[src/rtl/mem_arbiter.sv]
// -----------------------------------------------------------------------------
// mem_arbiter
//
// Two-requester arbiter and sequencer for a single-port 1024x8 synchronous
// memory. One command is in flight at a time. Writes occupy the memory port
// for two cycles. Reads occupy it for three cycles, and the read data is
// returned to the requester that issued the read.
//
// Build option:
//   MEM_ARB_RR_EN - when defined, contention is resolved round-robin using a
//                   last-grant pointer (reset value 1, so requester 0 wins the
//                   first contention). When undefined, requester 0 has fixed
//                   priority and no pointer exists.
//
// Ports:
//   clk, reset                   clock; asynchronous active-high reset
//   reqN_valid/we/addr/wdata     command from requester N (N = 0, 1)
//   reqN_ready                   combinational accept for requester N
//   rspN_valid, rspN_rdata       registered read response to requester N
//   mem_wr_en, mem_rd_en         registered memory strobes (mutually exclusive)
//   mem_addr, mem_wdata          registered memory address / write data
//   mem_rdata                    memory read data
//   busy                         high whenever the sequencer is not idle
// -----------------------------------------------------------------------------
module mem_arbiter #(
   parameter int ADDR_WIDTH = 10
) (
   input  logic                  clk,
   input  logic                  reset,
   input  logic                  req0_valid,
   input  logic                  req0_we,
   input  logic [ADDR_WIDTH-1:0] req0_addr,
   input  logic [7:0]            req0_wdata,
   output logic                  req0_ready,
   input  logic                  req1_valid,
   input  logic                  req1_we,
   input  logic [ADDR_WIDTH-1:0] req1_addr,
   input  logic [7:0]            req1_wdata,
   output logic                  req1_ready,
   output logic                  rsp0_valid,
   output logic [7:0]            rsp0_rdata,
   output logic                  rsp1_valid,
   output logic [7:0]            rsp1_rdata,
   output logic                  mem_wr_en,
   output logic                  mem_rd_en,
   output logic [ADDR_WIDTH-1:0] mem_addr,
   output logic [7:0]            mem_wdata,
   input  logic [7:0]            mem_rdata,
   output logic                  busy
);

   typedef enum logic [1:0] {
      ST_IDLE    = 2'd0,
      ST_ISSUE   = 2'd1,
      ST_CAPTURE = 2'd2
   } state_t;

   state_t                state_r;
   logic                  id_r;
   logic                  we_r;
   logic                  busy_r;
   logic                  rsp0_valid_r;
   logic                  rsp1_valid_r;
   logic [7:0]            rsp0_rdata_r;
   logic [7:0]            rsp1_rdata_r;
   logic                  mem_wr_en_r;
   logic                  mem_rd_en_r;
   logic [ADDR_WIDTH-1:0] mem_addr_r;
   logic [7:0]            mem_wdata_r;

   logic                  grant0_s;
   logic                  grant1_s;
   logic                  idle_s;
   logic                  ready0_s;
   logic                  ready1_s;
   logic                  xfer_s;
   logic                  sel_s;
   logic                  sel_we_s;
   logic [ADDR_WIDTH-1:0] sel_addr_s;
   logic [7:0]            sel_wdata_s;

`ifdef MEM_ARB_RR_EN
   logic                  last_r;

   // Round-robin grant: on contention, the requester not granted last wins
   always_comb begin
      if (req0_valid && req1_valid) begin
         grant0_s = last_r;
         grant1_s = ~last_r;
      end else begin
         grant0_s = req0_valid;
         grant1_s = req1_valid;
      end
   end

   // Last-grant pointer, advanced only when a command is actually accepted
   always_ff @(posedge clk or posedge reset) begin
      if (reset) begin
         last_r <= 1'b1;
      end else if (xfer_s) begin
         last_r <= sel_s;
      end else begin
         last_r <= last_r;
      end
   end
`else
   // Fixed priority grant: requester 0 always wins contention
   always_comb begin
      grant0_s = req0_valid;
      grant1_s = req1_valid & ~req0_valid;
   end
`endif

   // Accept path and command select; ready is forced low while reset is held
   always_comb begin
      idle_s   = (state_r == ST_IDLE);
      ready0_s = grant0_s & idle_s & ~reset;
      ready1_s = grant1_s & idle_s & ~reset;
      xfer_s   = ready0_s | ready1_s;
      sel_s    = ready1_s;
      if (sel_s) begin
         sel_we_s    = req1_we;
         sel_addr_s  = req1_addr;
         sel_wdata_s = req1_wdata;
      end else begin
         sel_we_s    = req0_we;
         sel_addr_s  = req0_addr;
         sel_wdata_s = req0_wdata;
      end
   end

   // Sequencer FSM with all memory-side and response outputs registered
   always_ff @(posedge clk or posedge reset) begin
      if (reset) begin
         state_r      <= ST_IDLE;
         id_r         <= 1'b0;
         we_r         <= 1'b0;
         busy_r       <= 1'b0;
         rsp0_valid_r <= 1'b0;
         rsp1_valid_r <= 1'b0;
         rsp0_rdata_r <= 8'h00;
         rsp1_rdata_r <= 8'h00;
         mem_wr_en_r  <= 1'b0;
         mem_rd_en_r  <= 1'b0;
         mem_addr_r   <= {ADDR_WIDTH{1'b0}};
         mem_wdata_r  <= 8'h00;
      end else begin
         // Response strobes are single-cycle pulses
         rsp0_valid_r <= 1'b0;
         rsp1_valid_r <= 1'b0;
         case (state_r)
            ST_IDLE: begin
               if (xfer_s) begin
                  mem_addr_r  <= sel_addr_s;
                  mem_wdata_r <= sel_wdata_s;
                  mem_wr_en_r <= sel_we_s;
                  mem_rd_en_r <= ~sel_we_s;
                  we_r        <= sel_we_s;
                  id_r        <= sel_s;
                  busy_r      <= 1'b1;
                  state_r     <= ST_ISSUE;
               end
            end
            ST_ISSUE: begin
               // The memory samples the strobe on this edge
               mem_wr_en_r <= 1'b0;
               mem_rd_en_r <= 1'b0;
               if (we_r) begin
                  busy_r  <= 1'b0;
                  state_r <= ST_IDLE;
               end else begin
                  state_r <= ST_CAPTURE;
               end
            end
            ST_CAPTURE: begin
               // Route by the id latched at accept, not by the current grant
               if (id_r) begin
                  rsp1_rdata_r <= mem_rdata;
                  rsp1_valid_r <= 1'b1;
               end else begin
                  rsp0_rdata_r <= mem_rdata;
                  rsp0_valid_r <= 1'b1;
               end
               busy_r  <= 1'b0;
               state_r <= ST_IDLE;
            end
            default: begin
               mem_wr_en_r <= 1'b0;
               mem_rd_en_r <= 1'b0;
               busy_r      <= 1'b0;
               state_r     <= ST_IDLE;
            end
         endcase
      end
   end

   assign req0_ready = ready0_s;
   assign req1_ready = ready1_s;
   assign rsp0_valid = rsp0_valid_r;
   assign rsp1_valid = rsp1_valid_r;
   assign rsp0_rdata = rsp0_rdata_r;
   assign rsp1_rdata = rsp1_rdata_r;
   assign mem_wr_en  = mem_wr_en_r;
   assign mem_rd_en  = mem_rd_en_r;
   assign mem_addr   = mem_addr_r;
   assign mem_wdata  = mem_wdata_r;
   assign busy       = busy_r;

endmodule
[config.mk]
export PLATFORM = sky130hd
export DESIGN_NAME = mem_arbiter
export DESIGN_NICKNAME = d
export VERILOG_FILES = /design/src/rtl/mem_arbiter.sv
export SDC_FILE = /design/constraint.sdc
export NUM_CORES = 1
export LEC_CHECK = 0
export CORE_UTILIZATION = 37
export DETAILED_ROUTE_END_ITERATION = 12
export PLACE_DENSITY = 0.87
export SYNTH_ARGS = -nofsm -noshare
export SYNTH_HDL_FRONTEND = slang
export SYNTH_SLANG_ARGS = --single-unit
[constraint.sdc]
create_clock -name clk -period 1.4 [get_ports clk]
set_clock_uncertainty 0.1 [all_clocks]
set_input_delay 0.35 -clock clk [delete_from_list [all_inputs] [get_ports clk]]
set_output_delay 0.35 -clock clk [all_outputs]
set_load 0.03 [all_outputs]
==> summary.md <==
| Metric | Value |
|---|---|
| Power density over the cells | `1750 nW/um^2` |
| Count of non-filler cells in the finished layout | `357` |
| Die X-Extent | `74.49 um` |
| Post-layout instance area | `3425 um^2` |
| TritonCTS buffer count | `5` |
| Vias/cell | `5.266` |
| Outcome | `complete, but fails checks` |
| Endpoint arrival time on the critical path | `1.30 ns` |
| Post-Place Cell Area | `2958 um^2` |
| Fin crit share | `1.249` |
| Area of the die | `5549 um^2` |
| HPWL after detailed placement | `3.930 mm` |
| Fmax | `571.8 MHz` |
| Net count after synthesis | `218` |
| Number of cells traversed by the worst hold path | `1` |
| Share of power burned in registers | `0.344` |
| RSZ-0062 raised after global routing | `yes` |
| CP Capture Type | `primary output` |
| Share of cells above drive strength 1 | `0.4669` |
| Number of buffers inserted by hold repair at cts | `0` |
| Internal power consumption | `3.604 mW` |
| First-pass GRT wire length | `9.342 mm` |
| TritonCTS clock tree | `done` |
| #FFs+latches synth | `43` |
| Startpoint type of the worst setup path | `flop` |
| Required arrival time at the worst endpoint | `0.95 ns` |
| DRC | `0` |
| Maximum number of pins on one net before global-route repair | `31` |
| Final critical-path required period | `1.749 ns` |
| Number of levels in the clock H-tree | `2` |
| Post-synthesis async set-or-reset flop share | `1.000` |
| Overall routing resource usage | `0.2274` |
| Relative contribution of combinational cells to total power | `0.501` |
| Critical-path maximum fanout | `3` |
| Top-count cell post-synth | `dfrtp_1` |
| Cell total after placement | `337` |
| Sink Count | `43` |
| Static leakage power | `1.601 nW` |
| Critical path type | `reg2out` |
| Pin slew with the least headroom to its limit | `0.4068 ns` |
| Residual antenna-violating net count after detailed routing | `0` |
| Max capacitance violation total | `0` |
| Worst skew pair latency | `0.29 ns` |
| Worst VDD drop | `0.001011 V` |
| Sequential cell area fraction in the yosys report | `0.5534` |
| Power spent charging and discharging nets | `2.387 mW` |
| Post-route worst hold slack | `0.4100 ns` |
| Master cell of the clock root buffer | `clkbuf_8` |
| Cell row count | `26` |
| Overall overflow remaining after global route | `0` |
| Fillers | `377` |
| DR pass1 iterations | `4` |
| Syn Std Cell Area | `1944 um^2` |
| Number of DRC violations after detailed-routing iteration 0 | `88` |
| Clock power frac | `0.155` |
| Post-Syn Area per Cell | `11.57 um^2` |
| Number of top-level design ports | `91` |
| Total via count in the routed design | `1,880` |
| Number of pins exceeding their max-slew limit in the final report | `0` |
| PnR worst setup slack | `-0.3490 ns` |
| Synth cell count leaders | `dfrtp_1, nand3_1, nand2_1, mux2_1, a32oi_1` |
| Routed len/inst | `17.52 um` |
| Synthesized instance count | `168` |
| Nets | `337` |
| Total wire length after detailed routing | `6.255 mm` |
| Final number of hold-violating endpoints | `0` |
| Worst hold path class | `reg2reg` |
| Worst slew margin | `0.7288` |
| Max Buffers Root-to-Sink | `2` |
| Clock transition at the register clock pins on the worst setup and hold paths after CTS | `0.08 ns` |
| Fraction of synthesized cell area taken by the top area cell type | `0.5534` |
| IO buf count | `90` |
| Worst Reg-to-Reg Cells | `7` |
| Count of flip-flops with a built-in enable after synthesis | `0` |
| Core footprint | `5075 um^2` |
| Antenna Cells | `0` |
| Power after layout | `5.991 mW` |
| Violations in the final reports | `negative setup slack` |
| Chip Height | `74.49 um` |
| Combined area of the multi-input logic cells | `993.5 um^2` |
| Endpoints failing setup | `41` |
| Initial cell density of the core | `0.3831` |
| Number of different library cells in the post-synthesis netlist | `26` |
| Largest area contributor in the synthesized netlist | `dfrtp_1` |
| Cell types with the largest area share after synthesis | `dfrtp_1, mux2_1, nand3_1` |
| Storage element area | `1079 um^2` |
| Initial antenna violation count | `0` |
| Dominant register cell in the synthesized netlist | `dfrtp_1` |
| Gp weighted congestion | `0.7982` |
| Total number of yosys warnings | `0` |
| Layout-stage area growth over the synthesis result | `76.13%` |
| Net switching share of the total power | `0.3984` |
| Via count of the first global-routing pass | `1,842` |
[cell type report]
| type | count | share of cell area |
|---|---|---|
| Tap cell | 70 | 0.02558 |
| Clock buffer | 6 | 0.02119 |
| Clock inverter | 1 | 0.008769 |
| Inverter | 5 | 0.006577 |
| Timing Repair Buffer | 124 | 0.3328 |
| Multi-Input combinational cell | 108 | 0.2901 |
| Sequential cell | 43 | 0.3149 |
[registers in the layout (all words and copies together), names as in the netlist]
name        cells
rsp1_valid      1
rsp0_rdata      8
mem_wdata       8
rsp1_rdata      8
mem_addr       10
rsp0_valid      1
busy            1
id_r            1
state_r         2
mem_rd_en       1
we_r            1
mem_wr_en       1
[logic make-up after synthesis]
| family | count (synthesis) | share of synthesized area |
|---|---|---|
| flops | 43 | 0.5534 |
| simple gates | 61 | 0.1635 |
| buf+inv | 18 | 0.05148 |
| mux | 16 | 0.09266 |
| compound gates | 30 | 0.1390 |
[power groups by stage]
stage / clock network [mW] / registers [mW] / logic [mW]
after floorplan: 0 / 2.85 / 0.607
after global placement: 0 / 2.01 / 2.49
after detailed placement: 0 / 2.03 / 2.55
after CTS: 0.943 / 2.03 / 2.86
after global routing: 0.996 / 2.11 / 3.15
final: 0.928 / 2.06 / 3.00
[timing repair]
action / 4_1_cts / 5_1_grt
buffers inserted: 8 / 4
endpoints found under the setup margin: 41 / 39
resized for setup: 43 / 27
gates cloned: 3 / 0
hold endpoints to repair: 0 / 0
pin swaps: 3 / 4
[worst max-delay path, cell delays in order (launching register included)]
cell and delay [ns]:
dfrtp_2 0.44, nor3_4 0.25, and2_4 0.19, buf_6 0.13
[layout by cell type (no fill, tap or decap), types with 2 or more instances in the layout]
cell type,synthesis,layout
a31oi_4,0,2
nand3_2,0,6
buf_6,2,12
dlygate4sd2_1,0,3
clkdlybuf4s50_1,0,46
buf_4,0,59
mux2_4,0,16
o2bb2ai_2,4,3
a21oi_1,2,2
nand3b_4,1,2
dfrtp_1,43,41
dfrtp_2,0,2
a32oi_1,15,15
a22oi_1,4,4
nand2_2,0,9
nand2_1,18,8
nand3_1,31,25
inv_1,5,3
buf_12,0,3
clkbuf_8,0,5
[layer usage]
layer	GRT usage	up-vias	wire length (um)
li1	-	863	-
met1	0.3005	939	2610
met2	0.3794	63	3212
met3	0.03388	15	303
met4	0.08386	0	128
met5	0	-	0
[through the flow]
step | setup WS (ns) | setup TNS, ns | util
4_1_cts | -0.3246 | -4.613 | 0.6462
3_3_place_gp | -0.4880 | -11.91 | 0.5828
5_1_grt | -0.3980 | -10.03 | 0.6748
2_1_floorplan | -0.03856 | -0.2597 | -
6_report | -0.3490 | -8.765 | 0.6748
3_5_place_dp | -0.5366 | -13.01 | 0.5828
[worst paths after layout]
| kind | start | endpoint | slack [ns] |
|---|---|---|---|
| hold / removal | mem_wdata[7] | mem_wdata[7] | 0.41 |
| setup reg to reg | state_r[0] | mem_addr[7] | -0.30 |
| setup / recovery | state_r[0] | req0_ready | -0.35 |
| max in group asynchronous | reset | state_r[1] | 0.58 |
| hold reg to reg | mem_wdata[7] | mem_wdata[7] | 0.41 |
| min in group asynchronous | reset | state_r[0] | 0.47 |
(Power assumes the default switching activity.)
